File: config.mk
export PLATFORM = sky130hd
export DESIGN_NAME = vga_note_lane_flat
export DESIGN_NICKNAME = d
export VERILOG_FILES = /design/src/rtl/vga_game_pkg.sv /design/src/rtl/vga_note_lane_if.sv /design/src/rtl/vga_rect.sv /design/src/rtl/vga_note_lane.sv /design/src/flat_wrapper.sv
export SDC_FILE = /design/constraint.sdc
export NUM_CORES = 1
export LEC_CHECK = 0
export ABC_AREA = 1
export CAP_MARGIN = 20
export CORE_UTILIZATION = 63
export CTS_CLUSTER_SIZE = 40
export DETAILED_ROUTE_END_ITERATION = 10
export PLACE_DENSITY = 0.93
export SLEW_MARGIN = 20
export SYNTH_ARGS = -nofsm -noshare
export SYNTH_HDL_FRONTEND = slang
export SYNTH_SLANG_ARGS = --single-unit
export TNS_END_PERCENT = 100
File: constraint.sdc
create_clock -name clk -period 21.3 [get_ports clk]
set_input_delay 2.13 -clock clk [delete_from_list [all_inputs] [get_ports clk]]
set_output_delay 2.13 -clock clk [all_outputs]
set_load 0.01 [all_outputs]
File: src/rtl/vga_game_pkg.sv
// Shared constants and helpers for the VGA game blocks.
package vga_game_pkg;

  localparam int COORD_WIDTH   = 10;
  localparam int SCREEN_WIDTH  = 640;
  localparam int SCREEN_HEIGHT = 480;

  // Width needed to hold a count from 0 up to and including n.
  function automatic int count_w(input int n);
    return $clog2(n + 1);
  endfunction

endpackage

File: src/rtl/vga_note_lane_if.sv
// Spawn handshake between the game controller and a note lane.
interface vga_note_lane_if;

  logic spawn_valid;
  logic spawn_ready;

  modport master (output spawn_valid, input spawn_ready);
  modport slave  (input spawn_valid, output spawn_ready);

endinterface

File: src/rtl/vga_rect.sv
// Combinational test of whether (x, y) lies in a W x H rectangle at (x0, y0).
// Left/top edges are inclusive, right/bottom edges exclusive.
module vga_rect
  import vga_game_pkg::*;
#(
  parameter int COORD_W = COORD_WIDTH,
  parameter int W       = 20,
  parameter int H       = 8
) (
  input  logic [COORD_W-1:0] x,
  input  logic [COORD_W-1:0] y,
  input  logic [COORD_W-1:0] x0,
  input  logic [COORD_W-1:0] y0,
  output logic               in
);

  localparam logic [COORD_W:0] W_EXT = (COORD_W + 1)'(W);
  localparam logic [COORD_W:0] H_EXT = (COORD_W + 1)'(H);

  // One extra bit keeps x0+W from wrapping near the screen edge.
  assign in = ({1'b0, x} >= {1'b0, x0}) && ({1'b0, x} < ({1'b0, x0} + W_EXT)) &&
              ({1'b0, y} >= {1'b0, y0}) && ({1'b0, y} < ({1'b0, y0} + H_EXT));

endmodule

File: src/rtl/vga_note_lane.sv
// One lane of falling notes: spawn, per-frame advance, strum judging,
// miss reporting and a registered per-pixel note flag.
module vga_note_lane
  import vga_game_pkg::*;
#(
  parameter int NUM_SLOTS = 8,
  parameter int COORD_W   = COORD_WIDTH,
  parameter int LANE_X    = 100,
  parameter int NOTE_W    = 20,
  parameter int NOTE_H    = 8,
  parameter int SPEED     = 2,
  parameter int HIT_Y     = 400,
  parameter int HIT_WIN   = 10,
  parameter int SCREEN_H  = SCREEN_HEIGHT,
  localparam int CNT_W    = count_w(NUM_SLOTS)
) (
  input  logic               clk,
  input  logic               rst_n,
  input  logic               frame_tick,
  vga_note_lane_if.slave     lane,
  input  logic               strum,
  input  logic [COORD_W-1:0] x,
  input  logic [COORD_W-1:0] y,
  output logic               dispValOut,
  output logic               hit,
  output logic               miss,
  output logic [CNT_W-1:0]   miss_count,
  output logic [CNT_W-1:0]   active_count
);

  localparam logic signed [COORD_W+1:0] HALF_H_S = (COORD_W + 2)'(NOTE_H / 2);
  localparam logic signed [COORD_W+1:0] HIT_Y_S  = (COORD_W + 2)'(HIT_Y);
  localparam logic signed [COORD_W+1:0] WIN_S    = (COORD_W + 2)'(HIT_WIN);
  localparam logic [COORD_W:0]          SPEED_EXT  = (COORD_W + 1)'(SPEED);
  localparam logic [COORD_W:0]          SCREEN_EXT = (COORD_W + 1)'(SCREEN_H);
  localparam logic [COORD_W-1:0]        LANE_X_C   = COORD_W'(LANE_X);

  logic [NUM_SLOTS-1:0] valid, nxt_valid;
  logic [COORD_W-1:0]   top [NUM_SLOTS];
  logic [COORD_W-1:0]   nxt_top [NUM_SLOTS];
  logic [COORD_W:0]     adv [NUM_SLOTS];
  logic [NUM_SLOTS-1:0] elig, rect_in, off_screen, hit_sel, free_sel;
  logic [COORD_W-1:0]   best_top;
  logic                 found, taken;
  int                   best_idx;
  logic [CNT_W-1:0]     miss_n, pop_n;

  assign lane.spawn_ready = |(~valid);

  for (genvar i = 0; i < NUM_SLOTS; i++) begin : g_slot
    logic signed [COORD_W+1:0] off;
    assign off           = $signed({2'b00, top[i]}) + HALF_H_S - HIT_Y_S;
    assign elig[i]       = valid[i] && (off >= -WIN_S) && (off <= WIN_S);
    assign adv[i]        = {1'b0, top[i]} + SPEED_EXT;
    assign off_screen[i] = adv[i] >= SCREEN_EXT;

    vga_rect #(.COORD_W(COORD_W), .W(NOTE_W), .H(NOTE_H)) u_rect (
      .x  (x),
      .y  (y),
      .x0 (LANE_X_C),
      .y0 (top[i]),
      .in (rect_in[i])
    );
  end

  // Pick the eligible note lowest on screen; strict '>' gives ties to the lowest index.
  always_comb begin
    found    = 1'b0;
    best_top = '0;
    best_idx = 0;
    hit_sel  = '0;
    for (int i = 0; i < NUM_SLOTS; i++) begin
      if (elig[i] && (!found || top[i] > best_top)) begin
        found    = 1'b1;
        best_top = top[i];
        best_idx = i;
      end
    end
    for (int i = 0; i < NUM_SLOTS; i++) begin
      hit_sel[i] = strum && found && (best_idx == i);
    end
  end

  // Lowest free slot, judged on the valid bits before this cycle's clears.
  always_comb begin
    taken    = 1'b0;
    free_sel = '0;
    for (int i = 0; i < NUM_SLOTS; i++) begin
      if (!valid[i] && !taken) begin
        taken       = 1'b1;
        free_sel[i] = lane.spawn_valid;
      end
    end
  end

  // Next slot state: advance (skipping the hit note), clear the hit note, place a spawn.
  always_comb begin
    nxt_valid = valid;
    nxt_top   = top;
    miss_n    = '0;
    for (int i = 0; i < NUM_SLOTS; i++) begin
      if (frame_tick && valid[i] && !hit_sel[i]) begin
        if (off_screen[i]) begin
          nxt_valid[i] = 1'b0;
          miss_n       = miss_n + CNT_W'(1);
        end else begin
          nxt_top[i] = adv[i][COORD_W-1:0];
        end
      end
      if (hit_sel[i]) begin
        nxt_valid[i] = 1'b0;
      end
      if (free_sel[i]) begin
        nxt_valid[i] = 1'b1;
        nxt_top[i]   = '0;
      end
    end
  end

  // Population count of the slots that will be valid after this cycle.
  always_comb begin
    pop_n = '0;
    for (int i = 0; i < NUM_SLOTS; i++) begin
      pop_n = pop_n + CNT_W'(nxt_valid[i]);
    end
  end

  // Slot state register.
  always_ff @(posedge clk or negedge rst_n) begin
    if (!rst_n) begin
      valid <= '0;
      for (int i = 0; i < NUM_SLOTS; i++) top[i] <= '0;
    end else begin
      valid <= nxt_valid;
      for (int i = 0; i < NUM_SLOTS; i++) top[i] <= nxt_top[i];
    end
  end

  // Registered pixel flag, event pulses and counts.
  always_ff @(posedge clk or negedge rst_n) begin
    if (!rst_n) begin
      dispValOut   <= 1'b0;
      hit          <= 1'b0;
      miss         <= 1'b0;
      miss_count   <= '0;
      active_count <= '0;
    end else begin
      dispValOut   <= |(valid & rect_in);
      hit          <= |hit_sel;
      miss         <= frame_tick && (miss_n != '0);
      miss_count   <= frame_tick ? miss_n : '0;
      active_count <= pop_n;
    end
  end

endmodule

File: src/flat_wrapper.sv
// flat-port wrapper written by rule: the top's interface ports become plain ports
module vga_note_lane_flat import vga_game_pkg::*;
#(
  parameter int NUM_SLOTS = 8,
  parameter int COORD_W   = COORD_WIDTH,
  parameter int LANE_X    = 100,
  parameter int NOTE_W    = 20,
  parameter int NOTE_H    = 8,
  parameter int SPEED     = 2,
  parameter int HIT_Y     = 400,
  parameter int HIT_WIN   = 10,
  parameter int SCREEN_H  = SCREEN_HEIGHT,
  localparam int CNT_W    = count_w(NUM_SLOTS)
)
  (clk, rst_n, frame_tick, strum, x, y, dispValOut, hit, miss, miss_count, active_count, lane_spawn_valid, lane_spawn_ready);
  vga_note_lane_if lane_i ();
  input  logic clk;
  input  logic rst_n;
  input  logic frame_tick;
  input  logic strum;
  input  logic [COORD_W-1:0] x;
  input  logic [COORD_W-1:0] y;
  output logic dispValOut;
  output logic hit;
  output logic miss;
  output logic [CNT_W-1:0] miss_count;
  output logic [CNT_W-1:0] active_count;
  input wire logic [$bits(lane_i.spawn_valid)-1:0] lane_spawn_valid;
  output wire logic [$bits(lane_i.spawn_ready)-1:0] lane_spawn_ready;
  assign lane_i.spawn_valid = lane_spawn_valid;
  assign lane_spawn_ready = lane_i.spawn_ready;
  vga_note_lane #(.NUM_SLOTS(NUM_SLOTS), .COORD_W(COORD_W), .LANE_X(LANE_X), .NOTE_W(NOTE_W), .NOTE_H(NOTE_H), .SPEED(SPEED), .HIT_Y(HIT_Y), .HIT_WIN(HIT_WIN), .SCREEN_H(SCREEN_H)) u_core (.clk(clk), .rst_n(rst_n), .frame_tick(frame_tick), .lane(lane_i), .strum(strum), .x(x), .y(y), .dispValOut(dispValOut), .hit(hit), .miss(miss), .miss_count(miss_count), .active_count(active_count));
endmodule
==> out/qor.csv <==
stage,metric,value,unit
placement,dp_cells,2406,
finish,stdcell_count,2421,
synthesis,synth_edf_count,0,
detailed_routing,routed_wl,39.8,mm
synthesis,syn_inst,2112,
setup_path,crit_path_max_incr_delay,0.55,ns
grt,antenna_found_initial,0,
synthesis,synth_top_family_by_area,simple AND/OR/NAND/NOR gates,
setup_path,crit_top_cell,nand2_1,
clock_network,cts_setup_buffers,0,
setup_path,cp_num_buf_inv,8,
finish,num_antenna_cells,0,
detailed_routing,vias_per_cell,5.98,
setup_path,r2r_start,u_core.top[73],
detailed_routing,drt_first_iter_violations,1426,
sta,worst_slew_pin_slew,1.09,ns
sta,setup_violations,0,
clock_network,ctsLongestPathBuffers,2,
synthesis,postSynthAreaPerCell,6.81,sq um
power_and_ir_drop,seqPwrFrac,15.6,%
setup_path,end_kind,register,
setup_path,cp.arrival,19.12,ns
finish,final_common_cell,nand2_1,
sta,tns,0,ns
power_and_ir_drop,intPower,0.00103,W
sta,slew_headroom,26.9,%
finish,drive_gt1_share,6.49,%
clock_network,clock_latency,0.37,ns
power_and_ir_drop,comb_power_share,77.3,%
finish,area_delta_synth_final,6.04,%
clock_network,clock_sink_count,91,
sta,rsz0062_at_grt,no,
detailed_routing,ant_nets,0,
finish,mostFrequentLayoutCells,"nand2_1, ha_1, inv_1, nor2_1, o21ai_0",
placement,gp_congestion,0.966,
sta,max_freq,53.0,MHz
grt,grt_pass1_wl,65.6,mm
power_and_ir_drop,p_total,0.00242,W
clock_network,hold_buffers,0,
setup_path,worst-setup-path-type,reg -> reg,
synthesis,yosysUniqueCellTypes,64,
die,start_util,65.1,%
die,fp.dieH,153,microns
synthesis,synthSimpleGateAreaFrac,29.3,%
synthesis,yosys.area.top_type_share,24.6,%
power_and_ir_drop,leakage,7.95,nW
clock_network,cts_tree,yes,
synthesis,ys_warn_count,0,
die,design.core.area,0.0221,sq mm
power_and_ir_drop,pwr-share-clk,7.1,%
hold_path,min_path_type,reg -> reg,
grt,grt_util_all_layers,34.3,%
synthesis,syn_area,0.0144,sq mm
die,rows,54,
sta,final.setup_skew,0.0108,ns
power_and_ir_drop,p_per_area,159,mW/mm^2
grt,grt_overflow,0,
synthesis,async_reset_ff_share,100,%
synthesis,synth_flop_cell,dfrtp_1,
synthesis,syn_nets,2424,
clock_network,cts_root_buffer,clkbuf_16,
sta,hold_viol,0,
setup_path,critPathSlowestCell,dfrtp_1,
detailed_routing,wire_per_inst,16.4,microns
die,dieArea,0.0235,sq mm
run_status,status,finished clean,
power_and_ir_drop,netSwitchingFraction,57.5,%
setup_path,critPathLaunchType,register,
grt,grt_pass1_vias,13900,
detailed_routing,dr.pass1.iters,6,
clock_network,ctsHtreeMaxLevel,3,
placement,post-dp-hpwl,31.2,mm
sta,period_minus_slack,18.86,ns
hold_path,holdCritStartpoint,u_core.top[79],
setup_path,critPathTopFamily,simple AND/OR/NAND/NOR gates,
detailed_routing,drt_drc_violations_left,0,
sta,finalCritPeriodShare,88.6,%
clock_network,clkTransAtPathRegs,0.07,ns
die,io_pins,37,
placement,portBuffers,33,
die,die_w,153,microns
synthesis,synth-xor-area-share,4.90,%
setup_path,worstPathRequired,21.55,ns
run,maxCapViolCount,0,
detailed_routing,vias,14500,
synthesis,ys_seq_area_share,15.8,%
synthesis,muxShareOfSynthArea,0,%
power_and_ir_drop,peakVddDrop,93.8,uV
synthesis,synth_seq_cells,91,
sta,slew_viol_final,0,
grt,grt_max_degree,48,
finish,final_nets,2449,
power_and_ir_drop,p_switching,0.00139,W
clock_network,cts_resized,0,
finish,fillers,1829,
synthesis,synth-compound-area-share,15.6,%
synthesis,synth_top_cell_by_area,ha_1,
synthesis,synth.area.top_cells,"ha_1, dfrtp_1, nand2_1",
setup_path,crit_fanout,22,
clock_network,cts_buffers,9,
synthesis,synth_fa_ha_area_share,25.2,%
setup_path,crit_start,u_core.top[73],
[registers in the layout (all words and copies together) (netlist names)]
name / count
u_core.miss_count: 4
u_core.top: 72
u_core.valid: 8
u_core.dispValOut: 1
u_core.active_count: 4
u_core.hit: 1
u_core.miss: 1
[cells in the mapped netlist (all sizes together) (17+ instances only)]
cell	n
o22ai	40
nand3	127
o21bai	27
ha	283
o21a	18
nor3	35
nor2	196
xnor2	17
dfrtp	91
inv	309
a21oi	104
nand4	20
xor2	61
nand2	521
o21ai	150
[path summary, 6_finish.rpt]
kind	end	slack, ns	depth (start not counted)
worst max-delay path	u_core.miss	2.44	113
worst min-delay path	u_core.top[79]	0.65	2
worst max register to register	u_core.miss	2.44	113
worst min register to register	u_core.top[79]	0.65	2
max in group asynchronous	u_core.top[75]	18.39	2
min in group asynchronous	u_core.top[1]	1.79	1
[through the flow]
stage / cell area, sq um / utilization [%] / hold slack, ns / setup WS (ns)
after floorplan: 14400 / - / 0.550 / 4.77
after global placement: 15000 / 67.7 / 0.623 / 3.33
after detailed placement: 15000 / 67.7 / 0.631 / 2.81
after CTS: 15300 / 69.1 / 0.643 / 2.72
after global routing: 15300 / 69.1 / 0.691 / 0.483
final: 15300 / 69.1 / 0.648 / 2.44
[power by group through the flow]
| stage | sequential, W | clock [W] | combinational [W] |
|---|---|---|---|
| after global placement | 0.000370 | 0 | 0.00173 |
| after global routing | 0.000384 | 0.000176 | 0.00214 |
| after floorplan | 0.000319 | 0 | 0.00143 |
| after detailed placement | 0.000375 | 0 | 0.00182 |
| final | 0.000377 | 0.000173 | 0.00187 |
| after CTS | 0.000371 | 0.000172 | 0.00184 |
[final cells by class]
type	instances	area [sq um]	share of cell area, %
Tap cell	280	350	2.30
Multi-Input combinational cell	1683	10800	70.7
Clock inverter	4	51.3	0.336
Inverter	313	1180	7.73
Timing Repair Buffer	39	373	2.44
Clock buffer	11	243	1.59
Sequential cell	91	2280	14.9
[kinds of logic (layout without fill, tap and decap cells)]
kind of cell | after synthesis | after routing
buffers and inverters | 338 | 367
flip-flops | 91 | 91
adder cells (fa/ha/maj) | 287 | 287
AND/OR/NAND/NOR | 932 | 932
AO/OA/AOI/OAI | 386 | 386
XOR/XNOR | 78 | 78
[worst reg2reg max path: cells and delay by family, from the launching register on]
family | cells | cell delay (ns)
fa+ha+maj | 16 | 4.90
simple gates | 68 | 9.19
buf+inv | 8 | 0.53
compound gates | 21 | 3.61
flops | 1 | 0.55
[per-layer routing]
| metal | routed length (microns) | track usage, % | vias up |
|---|---|---|---|
| met5 | 0 | 0 | - |
| met1 | 16100 | 41.2 | 6592 |
| met2 | 18700 | 59.6 | 665 |
| met3 | 3030 | 4.51 | 151 |
| li1 | - | - | 7063 |
| met4 | 1930 | 18.6 | 0 |
No activity file was read; power rests on OpenSTA's default activity.
==> RTL edit (same flow settings) <==
Reset style: synchronous (`rst_n`), changed in 2 clocked blocks.
--- a/src/rtl/vga_note_lane.sv
+++ b/src/rtl/vga_note_lane.sv
@@ -126,7 +126,7 @@
   end
 
   // Slot state register.
-  always_ff @(posedge clk or negedge rst_n) begin
+  always_ff @(posedge clk) begin
     if (!rst_n) begin
       valid <= '0;
       for (int i = 0; i < NUM_SLOTS; i++) top[i] <= '0;
@@ -137,7 +137,7 @@
   end
 
   // Registered pixel flag, event pulses and counts.
-  always_ff @(posedge clk or negedge rst_n) begin
+  always_ff @(posedge clk) begin
     if (!rst_n) begin
       dispValOut   <= 1'b0;
       hit          <= 1'b0;
Formal check against the unedited RTL: differs if rst_n is asserted again (counterexample within 4 cycles, from zero or initial values and one cycle with rst_n low); with rst_n held inactive, the same outputs for 4 cycles.
==> RTL edit against the original RTL <==
Worst setup slack got worse by 0.44 ns. Via count grew 4.9%. Sequential cell count unchanged. Global-route usage grew 0.44 points. Final area is 0.52% lower. Sequential share of layout area decreased by 2.9 points. Synthesized area shrank 0.36%. Wire length increased by 1.5%.
Power is left out: it rests on default switching activity, and per cell area and clock period it moved more than threefold.
==> RTL edit: results (changes against the original RTL) <==
Parameter                              Value

Status
  Run status    completed

Synthesis
  Sequential area share after synthesis    12.7% (-3.1 points)
  Post-synthesis async set-or-reset flop share    0% (-100 points)
  Synth top cells by count    sky130_fd_sc_hd__nand2_1 (536), sky130_fd_sc_hd__inv_1 (318), sky130_fd_sc_hd__ha_1 (281)
  Post-synth cell types    60 (-6.3%)
  Synthesized net count    2566 (+5.9%)
  Dominant cells by area after synthesis    sky130_fd_sc_hd__ha_1 (25%), sky130_fd_sc_hd__nand2_1 (14%), sky130_fd_sc_hd__dfxtp_1 (13%)
  Dominant register cell in the synthesized netlist    sky130_fd_sc_hd__dfxtp_1

GRT
  Pin count of the biggest net entering global routing    22 (-54%)
  GR Layer Usage met3    5.42% (+0.91 points)
  Global routing usage on met1    42.4% (+1.2 points)
  Wire length of the first global-routing pass    67200 microns (+2.3%)
  Number of global-route vias before repair    14400 (+3.5%)
  Overall Global Routing Usage    34.8% (+0.44 points)
  Routing usage on met2    58.7% (-0.82 points)

Worst setup path
  CP max FO    21 (-4.5%)
  Crit path DAT    19.55 ns (+0.43 ns)
  Critical Path Max Stage Delay    0.45 ns (-0.10 ns)
  Worst R2R Setup Slack    2.00 ns (-0.44 ns)

Cells and area
  Nets@finish    2578 (+5.3%)
  Multi-input combinational cell count    1779 (+5.7%)
  Inverters    349 (+12%)
  Flip-flop and latch share of the layout cell area    12.0% (-2.9 points)
  Number of non-clock buffers    38 (-2.6%)
  Share of layout cells above drive strength 1    5.41% (-1.1 points)
  Area of the multi-input gates    11000 sq um (+2.3%)
  Signal buffers share of area    2.44% (-0.0038 points)
  Fill count    1840 (+0.60%)
  Sequential cell count    91 (unchanged)

Timing
  Clock tree skew after final layout    0.0160 ns (+0.00522 ns)
  Max-slew headroom    18.8% (-8.1 points)

Drt
  Detailed-route wire length per cell    15.8 microns (-3.7%)
  Drt first pass iters    8 (+2)
  Count of routing violations after the opening detailed-route iteration    1338 (-6.2%)
  Routed length on met3    3180 microns (+4.9%)
  Sum of routed wire segments on met1    16700 microns (+3.3%)
  Met2 layer wire length in the routed design    18400 microns (-1.7%)
  Vias per cell    5.95 (-0.48%)

Placement
  Port Buffers    34 (+3.0%)
  Post-DP HPWL    31600 microns (+1.4%)
  Final estimated routing congestion in global placement    0.964 (-0.17%)
==> RTL edit: changes by cell type after synthesis, moves of 35 or more <==
cell                      unedited run  this run
sky130_fd_sc_hd__dfrtp_1            91         0
sky130_fd_sc_hd__dfxtp_1             0        91
sky130_fd_sc_hd__inv_1             272       318
sky130_fd_sc_hd__a21oi_1           103       167
sky130_fd_sc_hd__o22ai_1            40         5
sky130_fd_sc_hd__nand2_1           490       536
==> RTL edit: critical path, delay by kind of cell, from the launching register on <==
kind,cells,cell delay [ns]
buffers and inverters,9,0.58
and+or+nand+nor,72,8.01
AOI/OAI and AO/OA,36,5.32
DFF,1,0.45
adders and majority gates,16,4.71
==> RTL edit: final timing paths <==
| path | startpoint | end | cells after the start |
|---|---|---|---|
| setup / recovery | u_core.top[74] | u_core.miss | 133 |
| hold / removal | u_core.top[29] | u_core.top[29] | 2 |
| setup reg to reg | u_core.top[74] | u_core.miss | 133 |
| hold reg to reg | u_core.top[29] | u_core.top[29] | 2 |
==> RTL edit: through the flow <==
stage               utilization [%]  instance area, sq um  setup slack (ns)  hold WS [ns]  instances
finish                         68.7                 15200              2.00         0.499       2553
CTS                            68.7                 15200              1.52         0.490       2553
global route                   68.7                 15200             0.112         0.506       2553
detailed placement             67.3                 14900              1.65         0.480       2537
floorplan                         -                 14300              3.99         0.457       2256
global placement               67.3                 14900              2.27         0.478       2537
==> RTL edit: cells by family after synthesis <==
kind of cell               after synthesis  share of synthesized area (%)
and+or+nand+nor                       1004                           30.9
AOI/OAI and AO/OA                      417                           16.2
buffers and inverters                  386                           10.5
adders and majority gates              285                           25.1
DFF                                     91                           12.7
xor gates and xnor gates                72                           4.50
muxes                                    1                         0.0785
